==> config.mk <==
export PLATFORM = sky130hd
export DESIGN_NAME = cg_memory_arbiter_flat
export DESIGN_NICKNAME = d
export VERILOG_FILES = /design/src/rtl/cg_memory_arbiter_if.sv /design/src/rtl/cg_memory_arbiter.sv /design/src/flat_wrapper.sv
export SDC_FILE = /design/constraint.sdc
export NUM_CORES = 1
export LEC_CHECK = 0
export ABC_AREA = 1
export CORE_AREA = 3 3 146 148
export CTS_BUF_LIST = sky130_fd_sc_hd__clkbuf_16
export DETAILED_ROUTE_END_ITERATION = 8
export DIE_AREA = 0 0 149 151
export HOLD_SLACK_MARGIN = 0.02
export PLACE_DENSITY = 0.54
export SYNTH_ARGS = -nofsm -noshare
export SYNTH_HDL_FRONTEND = slang
export SYNTH_SLANG_ARGS = --single-unit
==> constraint.sdc <==
create_clock -name clk -period 1.3 [get_ports clk]
set_clock_uncertainty 0.05 [all_clocks]
set_input_delay 0.195 -clock clk [delete_from_list [all_inputs] [get_ports clk]]
set_output_delay 0.195 -clock clk [all_outputs]
set_load 0.005 [all_outputs]
==> src/rtl/cg_memory_arbiter_if.sv <==
// cg_memory_arbiter_if: requester-side and memory-side buses of the shared memory arbiter.
interface cg_memory_arbiter_if #(
    parameter int DATA_WIDTH = 32,
    parameter int ADDR_WIDTH = 32,
    parameter int NUM_REQ    = 2
);
    localparam int IDX_W = (NUM_REQ > 1) ? $clog2(NUM_REQ) : 1;

    logic [NUM_REQ-1:0]            s_arvalid;
    logic [NUM_REQ-1:0]            s_arready;
    logic [NUM_REQ*ADDR_WIDTH-1:0] s_araddr;
    logic [NUM_REQ-1:0]            s_rvalid;
    logic [NUM_REQ-1:0]            s_rready;
    logic [DATA_WIDTH-1:0]         s_rdata;
    logic [NUM_REQ-1:0]            s_wvalid;
    logic [NUM_REQ-1:0]            s_wready;
    logic [NUM_REQ-1:0]            s_wen;
    logic [NUM_REQ*ADDR_WIDTH-1:0] s_waddr;
    logic [NUM_REQ*DATA_WIDTH-1:0] s_wdata;
    logic                          m_arvalid;
    logic                          m_arready;
    logic [ADDR_WIDTH-1:0]         m_araddr;
    logic                          m_rvalid;
    logic                          m_rready;
    logic [DATA_WIDTH-1:0]         m_rdata;
    logic                          m_wvalid;
    logic                          m_wready;
    logic                          m_wen;
    logic [ADDR_WIDTH-1:0]         m_waddr;
    logic [DATA_WIDTH-1:0]         m_wdata;
    logic [IDX_W-1:0]              rd_owner;
    logic [IDX_W-1:0]              wr_owner;
    logic                          rd_busy;
    logic                          wr_busy;

    // slave: the arbiter's own view; master: requesters plus memory
    modport slave (
        input  s_arvalid, s_araddr, s_rready, s_wvalid, s_wen, s_waddr, s_wdata,
               m_arready, m_rvalid, m_rdata, m_wready,
        output s_arready, s_rvalid, s_rdata, s_wready,
               m_arvalid, m_araddr, m_rready, m_wvalid, m_wen, m_waddr, m_wdata,
               rd_owner, wr_owner, rd_busy, wr_busy
    );

    modport master (
        output s_arvalid, s_araddr, s_rready, s_wvalid, s_wen, s_waddr, s_wdata,
               m_arready, m_rvalid, m_rdata, m_wready,
        input  s_arready, s_rvalid, s_rdata, s_wready,
               m_arvalid, m_araddr, m_rready, m_wvalid, m_wen, m_waddr, m_wdata,
               rd_owner, wr_owner, rd_busy, wr_busy
    );
endinterface

==> src/rtl/cg_memory_arbiter.sv <==
// cg_memory_arbiter: round-robin sharing of one memory port between NUM_REQ requesters,
// with independent read and write paths, one outstanding transaction each.
module cg_memory_arbiter #(
    parameter int DATA_WIDTH = 32,
    parameter int ADDR_WIDTH = 32,
    parameter int NUM_REQ    = 2
) (
    input logic clk,
    input logic rst,
    cg_memory_arbiter_if.slave bus
);
    localparam int IDX_W = (NUM_REQ > 1) ? $clog2(NUM_REQ) : 1;

    typedef enum logic [1:0] {R_IDLE, R_ADDR, R_DATA} rd_state_t;
    typedef enum logic {W_IDLE, W_BUSY} wr_state_t;

    rd_state_t          rd_st;
    wr_state_t          wr_st;
    logic [IDX_W-1:0]   rd_ptr, wr_ptr, rd_own, wr_own;
    logic               ar_q, aw_q, rd_busy_q, wr_busy_q;
    logic [NUM_REQ-1:0] rd_oh, wr_oh;
    logic               rd_hs;

    // Scanning downward lets the index closest to ptr overwrite the others.
    function automatic logic [IDX_W-1:0] rr_pick(input logic [NUM_REQ-1:0] v, input logic [IDX_W-1:0] p);
        rr_pick = p;
        for (int k = NUM_REQ - 1; k >= 0; k--)
            if (v[(int'(p) + k) % NUM_REQ]) rr_pick = IDX_W'((int'(p) + k) % NUM_REQ);
    endfunction

    function automatic logic [IDX_W-1:0] rr_next(input logic [IDX_W-1:0] g);
        rr_next = IDX_W'((int'(g) + 1) % NUM_REQ);
    endfunction

    assign rd_hs = (rd_st == R_DATA) & bus.s_rready[rd_own];

    always_ff @(posedge clk or posedge rst) begin
        if (rst) begin
            rd_st     <= R_IDLE;
            rd_ptr    <= '0;
            rd_own    <= '0;
            ar_q      <= 1'b0;
            rd_busy_q <= 1'b0;
        end else begin
            case (rd_st)
                R_IDLE: if (|bus.s_arvalid) begin
                    rd_own    <= rr_pick(bus.s_arvalid, rd_ptr);
                    rd_st     <= R_ADDR;
                    ar_q      <= 1'b1;
                    rd_busy_q <= 1'b1;
                end
                R_ADDR: if (bus.m_arready) begin
                    rd_st <= R_DATA;
                    ar_q  <= 1'b0;
                end
                R_DATA: if (bus.m_rvalid && rd_hs) begin
                    rd_ptr    <= rr_next(rd_own);
                    rd_st     <= R_IDLE;
                    rd_busy_q <= 1'b0;
                end
                default: rd_st <= R_IDLE;
            endcase
        end
    end

    always_ff @(posedge clk or posedge rst) begin
        if (rst) begin
            wr_st     <= W_IDLE;
            wr_ptr    <= '0;
            wr_own    <= '0;
            aw_q      <= 1'b0;
            wr_busy_q <= 1'b0;
        end else if (wr_st == W_IDLE) begin
            if (|bus.s_wvalid) begin
                wr_own    <= rr_pick(bus.s_wvalid, wr_ptr);
                wr_st     <= W_BUSY;
                aw_q      <= 1'b1;
                wr_busy_q <= 1'b1;
            end
        end else if (bus.m_wready) begin
            wr_ptr    <= rr_next(wr_own);
            wr_st     <= W_IDLE;
            aw_q      <= 1'b0;
            wr_busy_q <= 1'b0;
        end
    end

    always_comb begin
        rd_oh         = '0;
        rd_oh[rd_own] = 1'b1;
        wr_oh         = '0;
        wr_oh[wr_own] = 1'b1;
    end

    assign bus.s_arready = rd_oh & {NUM_REQ{ar_q & bus.m_arready}};
    assign bus.s_rvalid  = rd_oh & {NUM_REQ{(rd_st == R_DATA) & bus.m_rvalid}};
    assign bus.s_wready  = wr_oh & {NUM_REQ{aw_q & bus.m_wready}};
    assign bus.s_rdata   = bus.m_rdata;
    assign bus.m_arvalid = ar_q;
    assign bus.m_araddr  = bus.s_araddr[rd_own*ADDR_WIDTH +: ADDR_WIDTH];
    assign bus.m_rready  = rd_hs;
    assign bus.m_wvalid  = aw_q;
    assign bus.m_wen     = bus.s_wen[wr_own];
    assign bus.m_waddr   = bus.s_waddr[wr_own*ADDR_WIDTH +: ADDR_WIDTH];
    assign bus.m_wdata   = bus.s_wdata[wr_own*DATA_WIDTH +: DATA_WIDTH];
    assign bus.rd_owner  = rd_own;
    assign bus.wr_owner  = wr_own;
    assign bus.rd_busy   = rd_busy_q;
    assign bus.wr_busy   = wr_busy_q;
endmodule

==> src/flat_wrapper.sv <==
// flat-port wrapper written by rule: the top's interface ports become plain ports
module cg_memory_arbiter_flat 
#(
    parameter int DATA_WIDTH = 32,
    parameter int ADDR_WIDTH = 32,
    parameter int NUM_REQ    = 2
)
  (clk, rst, bus_s_arvalid, bus_s_araddr, bus_s_rready, bus_s_wvalid, bus_s_wen, bus_s_waddr, bus_s_wdata, bus_m_arready, bus_m_rvalid, bus_m_rdata, bus_m_wready, bus_s_arready, bus_s_rvalid, bus_s_rdata, bus_s_wready, bus_m_arvalid, bus_m_araddr, bus_m_rready, bus_m_wvalid, bus_m_wen, bus_m_waddr, bus_m_wdata, bus_rd_owner, bus_wr_owner, bus_rd_busy, bus_wr_busy);
  cg_memory_arbiter_if #(.DATA_WIDTH(DATA_WIDTH), .ADDR_WIDTH(ADDR_WIDTH), .NUM_REQ(NUM_REQ)) bus_i ();
  input logic clk;
  input logic rst;
  input wire logic [$bits(bus_i.s_arvalid)-1:0] bus_s_arvalid;
  input wire logic [$bits(bus_i.s_araddr)-1:0] bus_s_araddr;
  input wire logic [$bits(bus_i.s_rready)-1:0] bus_s_rready;
  input wire logic [$bits(bus_i.s_wvalid)-1:0] bus_s_wvalid;
  input wire logic [$bits(bus_i.s_wen)-1:0] bus_s_wen;
  input wire logic [$bits(bus_i.s_waddr)-1:0] bus_s_waddr;
  input wire logic [$bits(bus_i.s_wdata)-1:0] bus_s_wdata;
  input wire logic [$bits(bus_i.m_arready)-1:0] bus_m_arready;
  input wire logic [$bits(bus_i.m_rvalid)-1:0] bus_m_rvalid;
  input wire logic [$bits(bus_i.m_rdata)-1:0] bus_m_rdata;
  input wire logic [$bits(bus_i.m_wready)-1:0] bus_m_wready;
  output wire logic [$bits(bus_i.s_arready)-1:0] bus_s_arready;
  output wire logic [$bits(bus_i.s_rvalid)-1:0] bus_s_rvalid;
  output wire logic [$bits(bus_i.s_rdata)-1:0] bus_s_rdata;
  output wire logic [$bits(bus_i.s_wready)-1:0] bus_s_wready;
  output wire logic [$bits(bus_i.m_arvalid)-1:0] bus_m_arvalid;
  output wire logic [$bits(bus_i.m_araddr)-1:0] bus_m_araddr;
  output wire logic [$bits(bus_i.m_rready)-1:0] bus_m_rready;
  output wire logic [$bits(bus_i.m_wvalid)-1:0] bus_m_wvalid;
  output wire logic [$bits(bus_i.m_wen)-1:0] bus_m_wen;
  output wire logic [$bits(bus_i.m_waddr)-1:0] bus_m_waddr;
  output wire logic [$bits(bus_i.m_wdata)-1:0] bus_m_wdata;
  output wire logic [$bits(bus_i.rd_owner)-1:0] bus_rd_owner;
  output wire logic [$bits(bus_i.wr_owner)-1:0] bus_wr_owner;
  output wire logic [$bits(bus_i.rd_busy)-1:0] bus_rd_busy;
  output wire logic [$bits(bus_i.wr_busy)-1:0] bus_wr_busy;
  assign bus_i.s_arvalid = bus_s_arvalid;
  assign bus_i.s_araddr = bus_s_araddr;
  assign bus_i.s_rready = bus_s_rready;
  assign bus_i.s_wvalid = bus_s_wvalid;
  assign bus_i.s_wen = bus_s_wen;
  assign bus_i.s_waddr = bus_s_waddr;
  assign bus_i.s_wdata = bus_s_wdata;
  assign bus_i.m_arready = bus_m_arready;
  assign bus_i.m_rvalid = bus_m_rvalid;
  assign bus_i.m_rdata = bus_m_rdata;
  assign bus_i.m_wready = bus_m_wready;
  assign bus_s_arready = bus_i.s_arready;
  assign bus_s_rvalid = bus_i.s_rvalid;
  assign bus_s_rdata = bus_i.s_rdata;
  assign bus_s_wready = bus_i.s_wready;
  assign bus_m_arvalid = bus_i.m_arvalid;
  assign bus_m_araddr = bus_i.m_araddr;
  assign bus_m_rready = bus_i.m_rready;
  assign bus_m_wvalid = bus_i.m_wvalid;
  assign bus_m_wen = bus_i.m_wen;
  assign bus_m_waddr = bus_i.m_waddr;
  assign bus_m_wdata = bus_i.m_wdata;
  assign bus_rd_owner = bus_i.rd_owner;
  assign bus_wr_owner = bus_i.wr_owner;
  assign bus_rd_busy = bus_i.rd_busy;
  assign bus_wr_busy = bus_i.wr_busy;
  cg_memory_arbiter #(.DATA_WIDTH(DATA_WIDTH), .ADDR_WIDTH(ADDR_WIDTH), .NUM_REQ(NUM_REQ)) u_core (.clk(clk), .rst(rst), .bus(bus_i));
endmodule
==> flow_summary.toml, run 1 <==
[power_and_ir_drop]
p_seq_share_pct = 5.8
power_switching_mw = 4.163
p_int_mw = 5.708
p_comb_share_pct = 88.6
ir_worst_vdd_mv = 0.6105
clock_power_share_pct = 5.5
power_leakage_nw = 3.171
swShare_pct = 42.17
power_density_nw_per_um2 = 1558
power.total_mw = 9.871

[grt]
antenna_found_initial = 0
grt_max_degree = 25
grt_pass1_vias = 3672
grt_usage_pct = 11.83
grt_pass1_wl_mm = 20.42
grt_overflow_total = 0

[synthesis]
syn_nets = 648
synth_warnings = 0
ys_ff_latch = 10
synth_area_um2 = 1966
syn_inst = 411
ys_seq_area_share_pct = 12.73
synth_area_per_cell_um2 = 4.783
ys_types = 17

[clocking]
htree_levels = 1
cts_tree = "built"
clk_transition_reported_paths_ns = 0.04
clock_latency_ns = 0.23
cts.path.max_buffers = 2
root_buffer = "clkbuf_16"
clock_sinks = 10
cts_made_buffers = 3

[setup_path]
worst-setup-path-type = "register to primary output"
cp.arrival_ns = 1.35
cp-start-kind = "register"
cp_slowest_cell = "dfrtp_2"
cp_slowest_stage_delay_ns = 0.44
crit_chain = "inv_6, buf_6, buf_12, buf_6, nand2_2, nand2_2, buf_2"
worstPathMaxFanout = 8
critPathRequiredTime_ns = 1.05
end_kind = "primary output"
critPathBufInv = 5
crit_family = "buffers and inverters"

[floorplanning]
coreArea_um2 = 20170
start_util_pct = 9.746
fp-row-count = 52
dieArea_um2 = 22500
die_h_um = 151
io_pins = 379
die_x_um = 149

[timing]
fmax_ghz = 0.6276
worst_hold_slack_ns = 0.1900
relSlewSlack_pct = 75.05
setup_ws_ns = -0.2935
rsz0062_at_grt = "yes"
tightestPinTransition_ns = 0.3703
min_period_ns = 1.593
period_share_pct = 122.6
finalHoldViolCount = 0
slew_viol_final = 0
final.setup.tns_ns = -22.85
setup_viol = 107

[worst_hold_path]
holdCritPathClass = "input pin to asynchronous set/reset pin"

[cells_and_area]
antenna_cells = 0
area_delta_synth_final_pct = 222.3
drive_gt1_share_pct = 44.52
final_nets = 986
post-route-util_pct = 31.41

[routing]
antenna_left = 0
topRoutingLayerUsed = "met4"
drc = 0
vias = 3725
drt_iter0_markers = 54
vias_per_cell = 3.659
wire_per_inst_um = 14.82
wl_met1_mm = 5.362
wl_met3_mm = 1.752
routed-wl-met2_mm = 7.771
routed_wirelength_mm = 15.09
dr.pass1.iters = 4

[placed_design]
gp_congestion = 0.7980
portBuffers = 314
post-dp-hpwl_mm = 11.26

[outcome]
violations = "negative setup slack"
run_status = "finished, violations left"

[run]
max_cap_viol_count = 0
==> timing repair <==
item	4_1_cts	5_1_grt
hold endpoints to repair	0	0
hold buffers	0	0
pin swaps	40	20
setup buffers	40	3
setup endpoints to repair	113	113
resized for setup	582	116
cloned	11	3
==> state kept, by name, indices dropped and copies added, names as in the netlist <==
| signal | count |
|---|---|
| u_core.bus.m_arvalid | 1 |
| u_core.bus.m_wvalid | 1 |
| u_core.bus.rd_busy | 1 |
| u_core.bus.rd_owner | 1 |
| u_core.bus.wr_owner | 1 |
| u_core.rd_ptr | 1 |
| u_core.rd_st | 2 |
| u_core.wr_ptr | 1 |
| u_core.wr_st | 1 |
==> per-stage QoR <==
step	area, um2	setup slack (ns)	cells
2_1_floorplan	1966	0.09898	411
3_3_place_gp	5339	-0.5131	969
5_1_grt	6336	-0.3490	1018
6_report	6336	-0.2935	1018
4_1_cts	6152	-0.3647	1022
3_5_place_dp	5339	-0.4769	969
==> cell families after synthesis <==
| family | synth area share (%) |
|---|---|
| AOI/OAI and AO/OA | 2.419 |
| buffers and inverters | 21.64 |
| DFF | 12.73 |
| and+or+nand+nor | 63.21 |
==> final cells by class <==
class | instances | area, um2
multi-input combinational | 333 | 1829
fill | 2193 | 13830
inverter | 13 | 58.81
clock buffer | 3 | 75.07
tap | 270 | 337.8
clock inverter | 1 | 3.754
timing repair buffer | 388 | 3779
sequential | 10 | 252.7
==> power groups by stage <==
| stage | Clock, mW | Combinational, mW | Sequential, mW |
|---|---|---|---|
| after floorplan | 0 | 2.36 | 0.538 |
| after global placement | 0 | 6.40 | 0.536 |
| after detailed placement | 0 | 6.39 | 0.535 |
| after CTS | 0.564 | 8.59 | 0.573 |
| after global routing | 0.583 | 9.48 | 0.597 |
| final | 0.545 | 8.75 | 0.575 |
==> worst paths after layout <==
path | startpoint | to | slack [ns] | cells after the start
max | u_core.bus.wr_owner | bus_m_waddr[8] | -0.29 | 7
min | rst | u_core.bus.rd_busy | 0.19 | 3
max reg2reg | u_core.bus.rd_owner | u_core.bus.rd_busy | -0.08 | 10
min reg2reg | u_core.bus.rd_busy | u_core.bus.rd_busy | 0.42 | 2
max in group asynchronous | rst | u_core.bus.wr_owner | 0.85 | 3
min in group clk | bus_m_rdata[2] | bus_s_rdata[2] | 0.34 | 0
==> tightest hold or removal path, cell delays in order <==
cell and delay (ns):
clkdlybuf4s50_1 0.39, inv_1 0.05, buf_4 0.18
==> cell usage in the layout, fill, tap and decap left out, types with 10 or more instances in the layout <==
cell type	synthesis	routed
nand2_2	1	111
buf_6	1	42
nand2_1	309	175
buf_12	0	10
nand2_4	1	25
buf_4	40	17
clkdlybuf4s50_1	0	204
buf_2	10	86
==> routing by layer <==
| layer | global-route usage [%] | vias up |
|---|---|---|
| met2 | 22.40 | 237 |
| met3 | 4.638 | 20 |
| li1 | - | 1871 |
| met5 | 0 | - |
| met4 | 2.014 | 0 |
| met1 | 12.55 | 1597 |
==> synth_stat cells <==
cell / number / area, um2
a21oi_1: 2 / 10.01
buf_2: 10 / 50.05
buf_4: 40 / 300.3
buf_6: 1 / 11.26
clkbuf_1: 4 / 15.01
dfrtp_1: 10 / 250.2
inv_1: 11 / 41.29
inv_2: 2 / 7.510
nand2_1: 309 / 1160
nand2_2: 1 / 6.260
nand2_4: 1 / 11.26
nand3_1: 2 / 10.01
nand3_2: 1 / 10.01
nor2_1: 4 / 15.01
nor3_1: 6 / 30.03
o211ai_1: 1 / 7.510
o21ai_0: 6 / 30.03
Power figures use the tool's default switching activity.
==> inputs of run 2 (changes only) <==
- MAX_ROUTING_LAYER: unset -> met4
==> run 2 against run 1 <==
Against the previous run: the flow still finishes with violations (negative setup slack); cell area unchanged; sequential power about the same; sequential cell count unchanged; critical path depth unchanged; via count down 0.46%; worst hold slack worse by 0.00091 ns; routed wire length up 0.12%; register-to-register slack about the same; count of clock-buffer cells in the layout unchanged.
==> flow_summary.toml, run 2 (synthesized netlist as in run 1, its figures left out) <==
[outcome]
run_status = "finished, violations left"
violations = "negative setup slack"

[floorplanning]
dieArea_um2 = 22500
fp-row-count = 52
die_h_um = 151
die_x_um = 149
io_pins = 379
coreArea_um2 = 20170
start_util_pct = 9.746

[grt]
grt_overflow_total = 0
grt_pass1_wl_mm = 20.40
grt_max_degree = 25
antenna_found_initial = 0
grt_pass1_vias = 3675
grt_usage_pct = 12.17

[routing]
vias_per_cell = 3.642
antenna_left = 0
dr.pass1.iters = 4
vias = 3708
routed_wirelength_mm = 15.11
wire_per_inst_um = 14.84
drc = 0
drt_iter0_markers = 50

[clocking]
clock_latency_ns = 0.24
cts_made_buffers = 3
htree_levels = 1
cts.path.max_buffers = 2
cts_tree = "built"
clk_transition_reported_paths_ns = 0.04
root_buffer = "clkbuf_16"
clock_sinks = 10

[cells_and_area]
final_nets = 986
fillers = 2193
antenna_cells = 0
drive_gt1_share_pct = 44.52
final_cell_mix = "204 x clkdlybuf4s50_1, 175 x nand2_1, 111 x nand2_2"
final_common_cell = "clkdlybuf4s50_1"
regMostFlops = "u_core.rd_st"
largest_reg_flops = 2
area_delta_synth_final_pct = 222.3

[run]
max_cap_viol_count = 0

[timing]
fmax_ghz = 0.6274
rsz0062_at_grt = "yes"
min_period_ns = 1.594
final.setup.tns_ns = -23.00
setup_viol = 107
period_share_pct = 122.6
finalHoldViolCount = 0
tightestPinTransition_ns = 0.3703
relSlewSlack_pct = 75.05
slew_viol_final = 0
setup_ws_ns = -0.2940

[setup_path]
r2r_end = "u_core.bus.rd_busy"
end_kind = "primary output"
critPathBufInv = 5
critPathRequiredTime_ns = 1.05
cp_slowest_cell = "dfrtp_2"
cp.arrival_ns = 1.35
r2r_start = "u_core.bus.rd_owner"
crit_path_start = "u_core.bus.wr_owner"
critical_path_depth = 7
worst-setup-path-type = "register to primary output"
worstPathMaxFanout = 8
cp_slowest_stage_delay_ns = 0.44
cp-start-kind = "register"
reg2regPathDepth = 10
regToRegSetupSlack_ns = -0.08
crit_family = "buffers and inverters"
crit_chain = "inv_6, buf_6, buf_12, buf_6, nand2_2, nand2_2, buf_2"

[power_and_ir_drop]
power_density_nw_per_um2 = 1559
power_leakage_nw = 3.171
ir_worst_vdd_mv = 0.6100
power.total_mw = 9.880

[placed_design]
portBuffers = 314
post-dp-hpwl_mm = 11.26
gp_congestion = 0.8094

[worst_hold_path]
holdCritPathClass = "input pin to asynchronous set/reset pin"
[run 2: cell counts in the layout (fill, tap and decap cells not counted)]
No cell type changed its count.
[run 2: metrics by stage]
stage	util, %	hold WS [ns]	setup WS, ns	cells	cell area (um2)
finish	31.41	0.1891	-0.2940	1018	6336
global route	31.41	0.2303	-0.3490	1018	6336
CTS	30.50	0.1949	-0.3647	1022	6152
detailed placement	26.47	0.3400	-0.4769	969	5339
global placement	26.47	0.3400	-0.5131	969	5339
floorplan	-	-0.01482	0.09898	411	1966
[run 2: final cells by class]
class / count / area, um2 / share of cell area [%]
clock buffers: 3 / 75.07 / 1.185
clock inverters: 1 / 3.754 / 0.05924
inverters: 13 / 58.81 / 0.9281
multi-input cells: 333 / 1829 / 28.87
flip-flops and latches: 10 / 252.7 / 3.989
well taps: 270 / 337.8 / 5.332
repair buffers: 388 / 3779 / 59.64
[run 2: power by group]
| group | internal (mW) | switching, mW | leakage, nW | total [mW] |
|---|---|---|---|---|
| Combinational | 4.85 | 3.90 | 3.02 | 8.75 |
| Sequential | 0.453 | 0.122 | 0.116 | 0.575 |
| Clock | 0.404 | 0.146 | 0.0385 | 0.550 |
[run 2: worst max path at each step]
| stage | end | slack [ns] |
|---|---|---|
| finish | bus_m_waddr[8] | -0.29 |
| global route | bus_m_waddr[5] | -0.35 |
| CTS | bus_m_wdata[31] | -0.36 |
| detailed placement | bus_s_wready[0] | -0.48 |
| global placement | bus_s_wready[1] | -0.51 |
| floorplan | bus_m_waddr[0] | 0.1 |
[run 2: what timing repair did]
action | 4_1_cts | 5_1_grt
setup buffers | 40 | 3
setup endpoints to repair | 113 | 113
gates resized for setup | 582 | 116
cloned | 11 | 3
pin swaps | 40 | 20
hold buffers | 0 | 0
[run 2: metal layers]
layer,share of wire (%),GRT usage [%],wire (um)
met1,37,12.81,5529
met2,52,22.47,7793
met3,11,4.249,1601
met4,1.2,1.876,180
met5,0,-,0
[run 2: worst register-to-register path, delay by kind of cell, from the launching register on]
family        cells  cell delay (ns)
flops             1             0.45
simple gates      7             0.40
buf+inv           3             0.38
==> inputs of run 3 (changes only) <==
- PLACE_DENSITY: 0.54 -> unset
- PLACE_DENSITY_LB_ADDON: unset -> 0.15
==> run 3 against run 2 <==
Against the previous run: the run still ends with negative setup slack left; sequential power fell by 2%; global-route usage fell by 0.17 points; via count rose by 3.4%; sequential cell count did not move; non-clock buffer count rose by 2; cell count rose by 0.20%; routed wire length fell by 2.0%; critical path type unchanged.
==> flow_summary.toml, run 3 (synthesized netlist as in run 1, its figures left out) <==
[cells_and_area]
final_nets = 988
regMostFlops = "u_core.rd_st"
final_common_cell = "clkdlybuf4s50_1"
largest_reg_flops = 2
post_layout_nonfiller_instances = 1020
final_cell_mix = "203 x clkdlybuf4s50_1, 155 x nand2_1, 114 x nand2_2"
final_area_um2 = 6524
post-route-util_pct = 32.34
antenna_cells = 0
area_delta_synth_final_pct = 231.9
drive_gt1_share_pct = 47.47

[setup_path]
critical_path_depth = 7
crit_family = "buffers and inverters"
crit_end = "bus_m_wdata[14]"
crit_chain = "buf_8, buf_6, buf_12, buf_16, nand2_4, nand2_2, buf_6"
reg2regPathDepth = 11
crit_path_start = "u_core.bus.wr_owner"
worstPathMaxFanout = 7
cp-start-kind = "register"
cp_slowest_stage_delay_ns = 0.45
cp_slowest_cell = "dfrtp_2"
critPathBufInv = 5
regToRegSetupSlack_ns = -0.15
worst-setup-path-type = "register to primary output"
r2r_end = "u_core.bus.rd_busy"
r2r_start = "u_core.bus.rd_owner"
cp.arrival_ns = 1.44
end_kind = "primary output"
cp_common_cell = "buf_6"
critPathRequiredTime_ns = 1.05

[routing]
antenna_left = 0
dr.pass1.iters = 5
vias_per_cell = 3.760
routed_wirelength_mm = 14.81
wire_per_inst_um = 14.52
vias = 3835
drc = 0
drt_iter0_markers = 37

[floorplanning]
fp-row-count = 52
die_h_um = 151
dieArea_um2 = 22500
io_pins = 379
coreArea_um2 = 20170
die_x_um = 149
start_util_pct = 9.746

[timing]
rsz0062_at_grt = "yes"
setup_ws_ns = -0.3802
min_period_ns = 1.680
setup_viol = 108
finalHoldViolCount = 0
slew_viol_final = 0
tightestPinTransition_ns = 0.4463
fmax_ghz = 0.5952
period_share_pct = 129.2
relSlewSlack_pct = 70.21

[worst_hold_path]
holdCritPathClass = "input pin to asynchronous set/reset pin"

[clocking]
root_buffer = "clkbuf_16"
cts_made_buffers = 3
ctsHoldBuffers = 0
cts.path.max_buffers = 2
clock_sinks = 10
clk_transition_reported_paths_ns = 0.04
htree_levels = 1
clock_latency_ns = 0.24
cts_tree = "built"

[placed_design]
post-dp-hpwl_mm = 11.04
place_area_um2 = 5371
placed_cells = 970
place_ws_ns = -0.5464
gp_congestion = 0.7492
portBuffers = 314

[grt]
grt_max_degree = 12
grt_pass1_vias = 3939
grt_usage_pct = 12.01
grt_pass1_wl_mm = 20.62
antenna_found_initial = 0
grt_overflow_total = 0

[outcome]
violations = "negative setup slack"
run_status = "finished, violations left"

[power_and_ir_drop]
power_density_nw_per_um2 = 1569
power_leakage_nw = 3.263
ir_worst_vdd_mv = 0.5999

[run]
max_cap_viol_count = 0
## run 3: cell types whose count changed in the layout (fill, tap and decap cells not counted), moves of 2 or more
cell             previous run  this run
nand2_2                   111       114
nor3_2                      1         3
buf_6                      42        39
dlygate4sd2_1               2         4
buf_8                       8        11
nor3_4                      5         3
buf_4                      17        20
o21ai_1                     2         0
inv_2                       3         1
o21ai_0                     3         5
nand2_1                   175       155
nand2_4                    25        42
clkdlybuf4s15_1             5         1
## run 3: where the power goes
group	total, mW	switching (mW)	internal [mW]
Combinational	9.12	4.03	5.09
Sequential	0.566	0.115	0.451
Clock	0.550	0.147	0.404
## run 3: area by class of cell
type                    instances  area (um2)
repair buffers                390        3827
flip-flops and latches         10       251.5
inverters                      13       68.82
clock inverters                 1       3.754
multi-input cells             333        1959
fillers                      2191       13650
clock buffers                   3       75.07
well taps                     270       337.8
## run 3: through the flow
stage / power, mW / TNS (ns) / hold WS, ns
5_1_grt: 10.99 / -31.62 / 0.2849
2_1_floorplan: 2.898 / 0 / -0.01482
3_5_place_dp: 6.992 / -33.14 / 0.3400
6_report: 10.23 / -26.26 / 0.2135
4_1_cts: 9.624 / -29.83 / 0.2442
3_3_place_gp: 7.006 / -32.68 / 0.3400
## run 3: worst min path at each step
stage	startpoint	to	slack (ns)	cells after the start
4_1_cts	rst	u_core.bus.rd_busy	0.24	2
2_1_floorplan	rst	u_core.bus.m_arvalid	-0.01	1
3_5_place_dp	bus_m_rdata[19]	bus_s_rdata[19]	0.34	0
3_3_place_gp	bus_m_rdata[19]	bus_s_rdata[19]	0.34	0
5_1_grt	rst	u_core.bus.rd_busy	0.28	2
6_report	rst	u_core.bus.rd_busy	0.21	2
## run 3: what timing repair did
item                                    in CTS  in global routing
cloned                                      13                  2
endpoints found under the setup margin     111                111
setup buffers                               37                  9
resized for setup                          586                159
pin swaps                                   48                 32
## run 3: metal layers
| metal | part of all wire (%) | up-vias | GRT usage (%) |
|---|---|---|---|
| met4 | 1.7 | 0 | 2.654 |
| met5 | 0 | - | - |
| met1 | 32 | 1698 | 10.96 |
| met3 | 9.1 | 24 | 2.573 |
| li1 | - | 1878 | - |
| met2 | 58 | 235 | 25.07 |
